[src/rtl/seg_scan_ctrl_if.sv]
// Digit write port of the seven-segment scan controller.
// The master presents a digit index and value; the slave accepts on valid && ready.
interface seg_scan_ctrl_if;
  logic       wr_valid;
  logic       wr_ready;
  logic [2:0] wr_idx;
  logic [3:0] wr_val;

  modport master (output wr_valid, wr_idx, wr_val, input wr_ready);
  modport slave  (input wr_valid, wr_idx, wr_val, output wr_ready);
endinterface

[src/rtl/seg_scan_ctrl.sv]
// Time-multiplexed 8-digit seven-segment scan controller with a write port,
// sequenced clear and per-digit enable mask.
//
// state | meaning
// SHOW  | current digit driven for DIV cycles
// BLANK | one-cycle all-off gap before the next digit
module seg_scan_ctrl #(
  parameter int DIV   = 4,
  parameter int CNT_W = 16
) (
  input  logic              clk,
  input  logic              rst,
  seg_scan_ctrl_if.slave    wr,
  input  logic              clr,
  output logic              clr_busy,
  input  logic [7:0]        en_mask,
  output logic [7:0]        dig_sel,
  output logic [7:0]        seg_out,
  output logic              frame_done
);

  typedef enum logic {SHOW, BLANK} state_t;

  localparam logic [CNT_W-1:0] CNT_LAST = CNT_W'(DIV - 1);

  state_t           state_q, state_d;
  logic [CNT_W-1:0] cnt_q, cnt_d;
  logic [2:0]       idx_q, idx_d;
  logic [7:0]       dig_sel_d, seg_out_d;
  logic             frame_done_d;

  logic [3:0]       digit_q [8];
  logic [2:0]       clr_ptr;

  function automatic logic [7:0] decode(input logic [3:0] v);
    case (v)
      4'h0: decode = 8'hFC;
      4'h1: decode = 8'h60;
      4'h2: decode = 8'hDA;
      4'h3: decode = 8'hF2;
      4'h4: decode = 8'h66;
      4'h5: decode = 8'hB6;
      4'h6: decode = 8'hBE;
      4'h7: decode = 8'hE0;
      4'h8: decode = 8'hFE;
      4'h9: decode = 8'hF6;
      4'hA: decode = 8'hEE;
      4'hB: decode = 8'h3E;
      4'hC: decode = 8'h9C;
      4'hD: decode = 8'h7A;
      4'hE: decode = 8'h9E;
      default: decode = 8'h8E;
    endcase
  endfunction

  always_ff @(posedge clk) begin
    if (rst) begin
      state_q    <= SHOW;
      cnt_q      <= '0;
      idx_q      <= '0;
      dig_sel    <= '0;
      seg_out    <= '0;
      frame_done <= 1'b0;
    end else begin
      state_q    <= state_d;
      cnt_q      <= cnt_d;
      idx_q      <= idx_d;
      dig_sel    <= dig_sel_d;
      seg_out    <= seg_out_d;
      frame_done <= frame_done_d;
    end
  end

  always_comb begin
    state_d = state_q;
    cnt_d   = cnt_q;
    idx_d   = idx_q;
    case (state_q)
      SHOW: begin
        if (cnt_q == CNT_LAST) begin
          state_d = BLANK;
          cnt_d   = '0;
        end else begin
          cnt_d = cnt_q + 1'b1;
        end
      end
      default: begin
        state_d = SHOW;
        cnt_d   = '0;
        idx_d   = idx_q + 3'd1;
      end
    endcase
  end

  // Outputs are computed from the current scan state and registered above.
  always_comb begin
    dig_sel_d    = '0;
    seg_out_d    = '0;
    frame_done_d = (state_q == BLANK) && (idx_q == 3'd7);
    if (state_q == SHOW && en_mask[idx_q]) begin
      dig_sel_d = 8'(1) << idx_q;
      seg_out_d = decode(digit_q[idx_q]);
    end
  end

  assign wr.wr_ready = !clr_busy && !clr;

  // A clear owns the digit registers for 8 cycles; writes are held off meanwhile.
  always_ff @(posedge clk) begin
    if (rst) begin
      for (int i = 0; i < 8; i++) digit_q[i] <= '0;
      clr_busy <= 1'b0;
      clr_ptr  <= '0;
    end else if (clr_busy) begin
      digit_q[clr_ptr] <= '0;
      clr_ptr          <= clr_ptr + 3'd1;
      if (clr_ptr == 3'd7) clr_busy <= 1'b0;
    end else if (clr) begin
      clr_busy <= 1'b1;
      clr_ptr  <= '0;
    end else if (wr.wr_valid) begin
      digit_q[wr.wr_idx] <= wr.wr_val;
    end
  end

endmodule
[src/flat_wrapper.sv]
// flat-port wrapper written by rule: the top's interface ports become plain ports
module seg_scan_ctrl_flat 
#(
  parameter int DIV   = 4,
  parameter int CNT_W = 16
)
  (clk, rst, clr, clr_busy, en_mask, dig_sel, seg_out, frame_done, wr_wr_valid, wr_wr_idx, wr_wr_val, wr_wr_ready);
  seg_scan_ctrl_if wr_i ();
  input  logic clk;
  input  logic rst;
  input  logic clr;
  output logic clr_busy;
  input  logic [7:0] en_mask;
  output logic [7:0] dig_sel;
  output logic [7:0] seg_out;
  output logic frame_done;
  input wire logic [$bits(wr_i.wr_valid)-1:0] wr_wr_valid;
  input wire logic [$bits(wr_i.wr_idx)-1:0] wr_wr_idx;
  input wire logic [$bits(wr_i.wr_val)-1:0] wr_wr_val;
  output wire logic [$bits(wr_i.wr_ready)-1:0] wr_wr_ready;
  assign wr_i.wr_valid = wr_wr_valid;
  assign wr_i.wr_idx = wr_wr_idx;
  assign wr_i.wr_val = wr_wr_val;
  assign wr_wr_ready = wr_i.wr_ready;
  seg_scan_ctrl #(.DIV(DIV), .CNT_W(CNT_W)) u_core (.clk(clk), .rst(rst), .wr(wr_i), .clr(clr), .clr_busy(clr_busy), .en_mask(en_mask), .dig_sel(dig_sel), .seg_out(seg_out), .frame_done(frame_done));
endmodule
[config.mk]
export PLATFORM = sky130hd
export DESIGN_NAME = seg_scan_ctrl_flat
export DESIGN_NICKNAME = d
export VERILOG_FILES = /design/src/rtl/seg_scan_ctrl_if.sv /design/src/rtl/seg_scan_ctrl.sv /design/src/flat_wrapper.sv
export SDC_FILE = /design/constraint.sdc
export NUM_CORES = 1
export LEC_CHECK = 0
export ABC_AREA = 1
export BUFFER_PORTS_ARGS = -buffer_cell sky130_fd_sc_hd__buf_2
export CORE_UTILIZATION = 60
export DETAILED_ROUTE_END_ITERATION = 8
export GPL_ROUTABILITY_DRIVEN = 0
export PLACE_DENSITY = 0.87
export SETUP_SLACK_MARGIN = 0.4
export SYNTH_ARGS = -nofsm -noshare
export SYNTH_HDL_FRONTEND = slang
export SYNTH_SLANG_ARGS = --single-unit
[constraint.sdc]
create_clock -name clk -period 4.6 [get_ports clk]
set_input_delay 0.46 -clock clk [delete_from_list [all_inputs] [get_ports clk]]
set_output_delay 0.46 -clock clk [all_outputs]
set_load 0.05 [all_outputs]
==> results.txt, run 1 <==
CTS root buffer -> clkbuf_8
Die footprint -> 6260 um^2
Hold buffer count at CTS -> 0
Via density -> 5.28
Max-Cap Viols -> 0
Post-synth EDFFs -> 32
CP Max Fanout -> 17
Ranking of synthesized cells by area -> edfxtp_1, dfxtp_1, nand2_1, nor2_1, nand3_1
Cell variety after synth -> 32
Largest net degree at the start of global routing -> 18
Top-area cell type share of the netlist area -> 26.9%
Post-CTS Resized -> 0
Actual slew at the worst max-slew pin -> 0.531 ns
Final worst path period need -> 2.49 ns
Vias in the first global route -> 2643
Post-route cell area -> 3950 um^2
Most frequent cell after synthesis -> nand2_1
DRT antenna net count -> 0
DRT Wirelength -> 6.99 mm
Crit path DAT -> 2.77 ns
Critical Path RT -> 4.88 ns
Syn Nets -> 469
R2R cell count -> 9
Core area -> 5610 um^2
Final Hold Fails -> 0
Total power -> 1.33 mW
GR Util All Layers -> 23.9%
Filler cell count -> 451
Commonest cells post-synth -> nand2_1, nor2_1, inv_1
Yosys top cell by area -> edfxtp_1
Placed Instance Area -> 3780 um^2
Post-detail-place hpwl -> 5.22 mm
Area of the multi-input gates -> 1510 um^2
Worst R2R Setup Slack -> 2.11 ns
CTS max path bufs -> 2
HP Class -> in2reg
Ports -> 38
Fin. max-slew vios -> 0
Crit path kind -> reg2reg
Yosys warns -> 0
Worst setup margin -> 2.11 ns
PortBufs -> 36
Number of setup buffers added after CTS -> 0
Die X -> 79.1 um
Status -> complete, no violations
# diodes -> 0
Avg Inst Size Synth -> 8.21 um^2
Initial Util -> 63.7%
Clk pin slew, worst setup/hold paths -> 0.08 ns
Layout net count -> 506
Setup Total Neg Slack -> 0 ns
Startpoint types -> register
Period utilisation layout -> 54.2%
Pwr dens -> 337 nW/um^2
Syn Std Cell Area -> 3570 um^2
Max Fclk -> 401 MHz
Grt ovf -> 0
Share of layout cells above drive strength 1 -> 15.7%
Pre-CTS setup slack -> 2.22 ns
Final hold slack -> 0.380 ns
FP Rows -> 27
Clock skew -> 0.00965 ns
RSZ-0062 raised after global routing -> false
Critical Path End -> u_core.seg_out[7]$_SDFF_PP0_
CTS Sinks -> 75
CTS tree -> yes
Synthesis-to-finish area growth -> 10.5%
Max VDD drop -> 0.219 mV
DR iter-0 viols -> 197
Clock Latency Late Sink -> 0.34 ns
Height of the die -> 79.1 um
Synth async-reset ratio -> 0%
Post-synthesis register bit count -> 75
Vias -> 2899
Hold path depth -> 2
Global-route wire length before repair -> 11.4 mm
Primary FF master, synth -> dfxtp_1
Post-synthesis sequential area ratio -> 51.0%
Final setup fails -> 0
Initial antenna violation count -> 0
H-tree depth -> 3
Avg WL per Cell -> 12.7 um
Clock buffer count from CTS -> 9
Slew HR -> 64.3%
Synthesized instance count -> 435
Reg-to-Reg End -> u_core.seg_out[7]$_SDFF_PP0_
Lkg Pwr -> 1.64 nW
Endpoint class of the critical path -> register
Drt first pass iters -> 6
DR DRC count -> 0
Register area -> 1820 um^2
how the worst min path moves through the flow:
stage,from,end
after global placement,u_core.cnt_q[0]$_SDFF_PP0_,u_core.cnt_q[0]$_SDFF_PP0_
after floorplan,u_core.cnt_q[0]$_SDFF_PP0_,u_core.cnt_q[0]$_SDFF_PP0_
final,rst,u_core.frame_done$_SDFF_PP0_
after global routing,rst,u_core.clr_ptr[1]$_SDFFE_PP0N_
after CTS,rst,u_core.frame_done$_SDFF_PP0_
after detailed placement,u_core.cnt_q[0]$_SDFF_PP0_,u_core.cnt_q[0]$_SDFF_PP0_
where the power goes:
part | switching, mW | internal, mW
Sequential | 0.0149 | 0.717
Combinational | 0.110 | 0.0439
Clock | 0.244 | 0.198
layout by cell type (no fill, tap or decap), types with 2 or more instances in the layout:
| master | n |
|---|---|
| o21ai_0 | 14 |
| clkbuf_1 | 3 |
| nor3b_1 | 5 |
| nand4_1 | 3 |
| nor2_1 | 87 |
| o21ai_1 | 2 |
| ha_1 | 15 |
| buf_2 | 36 |
| inv_2 | 3 |
| a21oi_1 | 12 |
| nor2_2 | 4 |
| a22oi_1 | 2 |
| xor2_1 | 2 |
| nor3_1 | 6 |
| nand2_2 | 10 |
| nor2_4 | 2 |
| nand3_1 | 39 |
| edfxtp_1 | 32 |
| dfxtp_1 | 43 |
| nand2_1 | 88 |
| o21ai_2 | 2 |
| inv_1 | 45 |
| clkbuf_8 | 9 |
| inv_4 | 2 |
critical path, stage by stage, from the launching register on:
cell,delay [ns]
dfxtp_1,0.66
inv_2,0.24
o21ai_0,0.30
nand2_1,0.10
o21ai_1,0.39
inv_1,0.16
ha_1,0.22
nand3_1,0.12
nand3_1,0.10
a21oi_1,0.14
final cells by class:
cell class                      instances  share of cell area (%)
Timing Repair Buffer                   36                    4.57
Inverter                               48                    4.57
Clock buffer                           12                    3.43
Tap cell                               72                    2.28
Multi-Input combinational cell        302                    38.3
Clock inverter                          4                   0.666
Sequential cell                        75                    46.2
logic make-up (layout without fill, tap and decap cells):
logic type,Yosys count,count (layout),share of synthesized area (%)
adders and majority gates,15,15,5.26
DFF,75,75,51.0
xor gates and xnor gates,3,3,0.736
buffers and inverters,58,100,6.62
AOI/OAI and AO/OA,35,35,5.75
and+or+nand+nor,248,248,30.5
other,1,1,0.105
stage by stage:
| stage | utilization, % | std cells |
|---|---|---|
| floorplan | - | 435 |
| global placement | 67.5 | 533 |
| detailed placement | 67.5 | 533 |
| CTS | 70.3 | 549 |
| global route | 70.3 | 549 |
| finish | 70.3 | 549 |
sequential cells by signal, indices dropped and copies added (netlist names), named ones only:
register           cells
u_core.clr_busy        1
u_core.clr_ptr         3
u_core.cnt_q          16
u_core.dig_sel         8
u_core.digit_q        32
u_core.frame_done      1
u_core.idx_q           3
u_core.seg_out         7
u_core.state_q         1
metal layers:
| layer | part of all wire, % | vias to the layer above | global-route usage (%) |
|---|---|---|---|
| li1 | - | 1473 | - |
| met1 | 45 | 1314 | 29.9 |
| met4 | 1.5 | 0 | 11.3 |
| met5 | 0 | - | 0 |
| met2 | 47 | 99 | 38.4 |
| met3 | 6.6 | 13 | 6.44 |
(Power assumes the default switching activity.)
==> run 2, diff against run 1 <==
--- a/config.mk
+++ b/config.mk
@@ -5,12 +5,12 @@
 export SDC_FILE = /design/constraint.sdc
 export NUM_CORES = 1
 export LEC_CHECK = 0
-export ABC_AREA = 1
+export ABC_AREA = 0
 export BUFFER_PORTS_ARGS = -buffer_cell sky130_fd_sc_hd__buf_2
-export CORE_UTILIZATION = 60
+export CORE_UTILIZATION = 58
 export DETAILED_ROUTE_END_ITERATION = 8
 export GPL_ROUTABILITY_DRIVEN = 0
-export PLACE_DENSITY = 0.87
+export PLACE_DENSITY = 0.85
 export SETUP_SLACK_MARGIN = 0.4
 export SYNTH_ARGS = -nofsm -noshare
 export SYNTH_HDL_FRONTEND = slang
==> constraint.sdc (replaced) <==
create_clock -name clk -period 2.6 [get_ports clk]
set_input_delay 0.26 -clock clk [delete_from_list [all_inputs] [get_ports clk]]
set_output_delay 0.26 -clock clk [all_outputs]
set_load 0.05 [all_outputs]
==> run 2 against run 1 <==
Count of clock-buffer cells in the layout down 1. Largest cell class unchanged. Area after synthesis decreased by 4.0%. First-iteration DRC count down 20%. Critical path depth stayed put. Die area decreased by 0.67%.
==> results.txt, run 2 <==
Pre-CTS setup slack -> 0.180 ns (-2.04 ns)
Syn Nets -> 348 (-26%)
Hold buffer count at CTS -> 0 (unchanged)
CP Max Fanout -> 6 (-11)
Filler cell count -> 441 (-2.2%)
Crit path kind -> reg2reg
Status -> complete, no violations
CTS tree -> yes
Setup Total Neg Slack -> 0 ns (unchanged)
DR DRC count -> 0 (unchanged)
Cell variety after synth -> 45 (+41%)
Max-Cap Viols -> 0 (unchanged)
Clock Latency Late Sink -> 0.35 ns (about the same)
Startpoint types -> register
H-tree depth -> 3 (unchanged)
Synth async-reset ratio -> 0% (unchanged)
RSZ-0062 raised after global routing -> true
Pwr dens -> 608 nW/um^2 (+81%)
Syn Std Cell Area -> 3430 um^2 (-4.0%)
Ranking of synthesized cells by area -> edfxtp_1, dfxtp_1, nor2_1, ha_1, mux2i_1
Height of the die -> 78.9 um (-0.33%)
Reg with most FFs -> u_core.digit_q
Critical Path RT -> 2.86 ns (-2.02 ns)
DRT Wirelength -> 6.56 mm (-6.1%)
Core area -> 5610 um^2 (unchanged)
Via density -> 5.53 (+4.7%)
Area of the multi-input gates -> 1550 um^2 (+2.2%)
Final hold slack -> 0.244 ns (-0.136 ns)
Global-route wire length before repair -> 11.0 mm (-4.2%)
Total power -> 2.39 mW (+80%)
Post-synth EDFFs -> 32 (unchanged)
DR iter-0 viols -> 157 (-20%)
Clk pin slew, worst setup/hold paths -> 0.07 ns (about the same)
CTS root buffer -> clkbuf_8
CTS max path bufs -> 2 (unchanged)
Placed Instance Area -> 3700 um^2 (-2.2%)
Number of flip-flops in the largest register -> 32 (unchanged)
Post-synthesis register bit count -> 75 (unchanged)
HP Class -> in2reg
Final Hold Fails -> 0 (unchanged)
Period utilisation layout -> 83.2% (+29 points)
Util after Layout -> 70.0% (-0.36 points)
Vias in the first global route -> 2295 (-13%)
Layout net count -> 393 (-22%)
Commonest cells post-synth -> nor2_1, dfxtp_1, edfxtp_1
Share of layout cells above drive strength 1 -> 22.3% (+6.5 points)
Initial Util -> 61.1% (-2.5 points)
Ports -> 38 (unchanged)
Grt ovf -> 0 (unchanged)
Largest regs -> u_core.digit_q: 32 flops, u_core.cnt_q: 16 flops, u_core.dig_sel: 8 flops
Endpoint class of the critical path -> register
Yosys warns -> 0 (unchanged)
Placed insts -> 416 (-22%)
Avg WL per Cell -> 15.0 um (+18%)
PortBufs -> 36 (unchanged)
Synthesis-to-finish area growth -> 14.5%
Die footprint -> 6220 um^2 (-0.67%)
GR Util All Layers -> 23.8% (-0.16 points)
Post-route cell area -> 3930 um^2 (-0.51%)
Commonest non-fill, non-tap cell in the layout -> nor2_1
Clock skew -> 0.00729 ns (-0.00235 ns)
Post-Layout Cell Count -> 436 (-21%)
Most frequent cells in the layout -> nor2_1, dfxtp_1, buf_2, edfxtp_1, nand2_1
DRT antenna net count -> 0 (unchanged)
Post-detail-place hpwl -> 4.76 mm (-8.6%)
Clock buffer count from CTS -> 9 (unchanged)
Yosys top cell by area -> edfxtp_1
CP max stage delay -> 0.51 ns (-0.15 ns)
Fin. max-slew vios -> 0 (unchanged)
Final setup fails -> 0 (unchanged)
Vias -> 2410 (-17%)
Max Fclk -> 462 MHz (+15%)
FP Rows -> 27 (unchanged)
CP max stage cell -> mux4_2
Max VDD drop -> 0.355 mV (+62%)
Register area -> 1830 um^2 (+0.27%)
Top-area cell type share of the netlist area -> 28.0% (+1.1 points)
CTS Sinks -> 75 (unchanged)
Crit-path cells -> buf_4 -> mux4_2 -> mux2i_2 -> inv_1 -> ha_1 -> inv_2 -> nor3_1 -> a21o_1 -> a221oi_2
Actual slew at the worst max-slew pin -> 0.659 ns (+0.128 ns)
Largest net degree at the start of global routing -> 22 (+4)
Worst setup margin -> 0.436 ns (-1.67 ns)
Post-synthesis sequential area ratio -> 53.2% (+2.1 points)
# diodes -> 0 (unchanged)
Lkg Pwr -> 1.55 nW (-5.4%)
Synthesized instance count -> 314 (-28%)
Avg Inst Size Synth -> 10.9 um^2 (+33%)
Drt first pass iters -> 4 (-2)
Initial antenna violation count -> 0 (unchanged)
Die X -> 78.9 um (-0.33%)
Slew HR -> 55.6% (-8.7 points)
Most frequent cell after synthesis -> nor2_1
Primary FF master, synth -> dfxtp_1
Final worst path period need -> 2.16 ns (-0.330 ns)
Crit path DAT -> 2.43 ns (-0.34 ns)
## run 2: cell count changes after synthesis, sizes merged, moves of 5 or more
| cell | delta |
|---|---|
| and3 | +5 |
| nand3 | -29 |
| nand2b | +12 |
| nor2 | -29 |
| nand2 | -77 |
| a21oi | -9 |
| o21ai | -14 |
| mux4 | +8 |
| xor2 | +6 |
| and2 | +8 |
| xnor2 | +6 |
| mux2i | +11 |
| inv | -40 |
## run 2: critical path, delay by kind of cell (launching register included)
family / cells / cell delay, ns
flip-flops: 1 / 0.38
multiplexers: 2 / 0.70
AO/OA/AOI/OAI: 2 / 0.43
buffers and inverters: 3 / 0.30
AND/OR/NAND/NOR: 1 / 0.07
adder cells (fa/ha/maj): 1 / 0.20
## run 2: kinds of logic after synthesis
kind of cell	count (synthesis)	synth area share, %
AND/OR/NAND/NOR	142	19.5
flip-flops	75	53.2
AO/OA/AOI/OAI	24	4.86
multiplexers	23	10.3
buffers and inverters	19	2.77
adder cells (fa/ha/maj)	15	5.48
XOR/XNOR	15	3.83
other	1	0.109
## run 2: worst paths after layout
kind,start,endpoint,slack [ns],cells past startpoint
worst min register to register,u_core.clr_ptr[0]$_SDFFE_PP0N_,u_core.clr_ptr[0]$_SDFFE_PP0N_,0.53,2
worst max-delay path,register,u_core.seg_out[1]$_SDFF_PP0_,0.44,9
worst min-delay path,clr,u_core.clr_busy$_SDFF_PP0_,0.24,3
worst max register to register,register,u_core.seg_out[1]$_SDFF_PP0_,0.44,9
## run 2: timing repair
| item | in CTS | in global routing |
|---|---|---|
| pin swaps | 0 | 1 |
| gates cloned | 0 | 0 |
| gates resized for setup | 4 | 5 |
| setup endpoints to repair | 7 | 7 |
| buffers inserted | 3 | 1 |
## run 2: power breakdown
group          internal, mW  switching, mW  leakage (nW)
registers              1.27         0.0271         0.682
clock network         0.403          0.435         0.100
logic                0.0963          0.158         0.772
total                  1.77          0.620          1.55
## run 2: final cells by class
cell class	instances	area share, %
multi-input combinational	220	39.4
clock inverter	5	0.861
sequential	75	46.5
tap	72	2.30
clock buffer	11	3.86
inverter	8	0.765
timing repair buffer	45	6.31
## run 2: metal layers
layer	part of all wire, %	routed length [um]	global-route usage [%]
met1	43	2850	28.3
met2	51	3330	40.2
met3	4.4	286	6.09
met4	1.4	89	11.3
met5	0	0	0
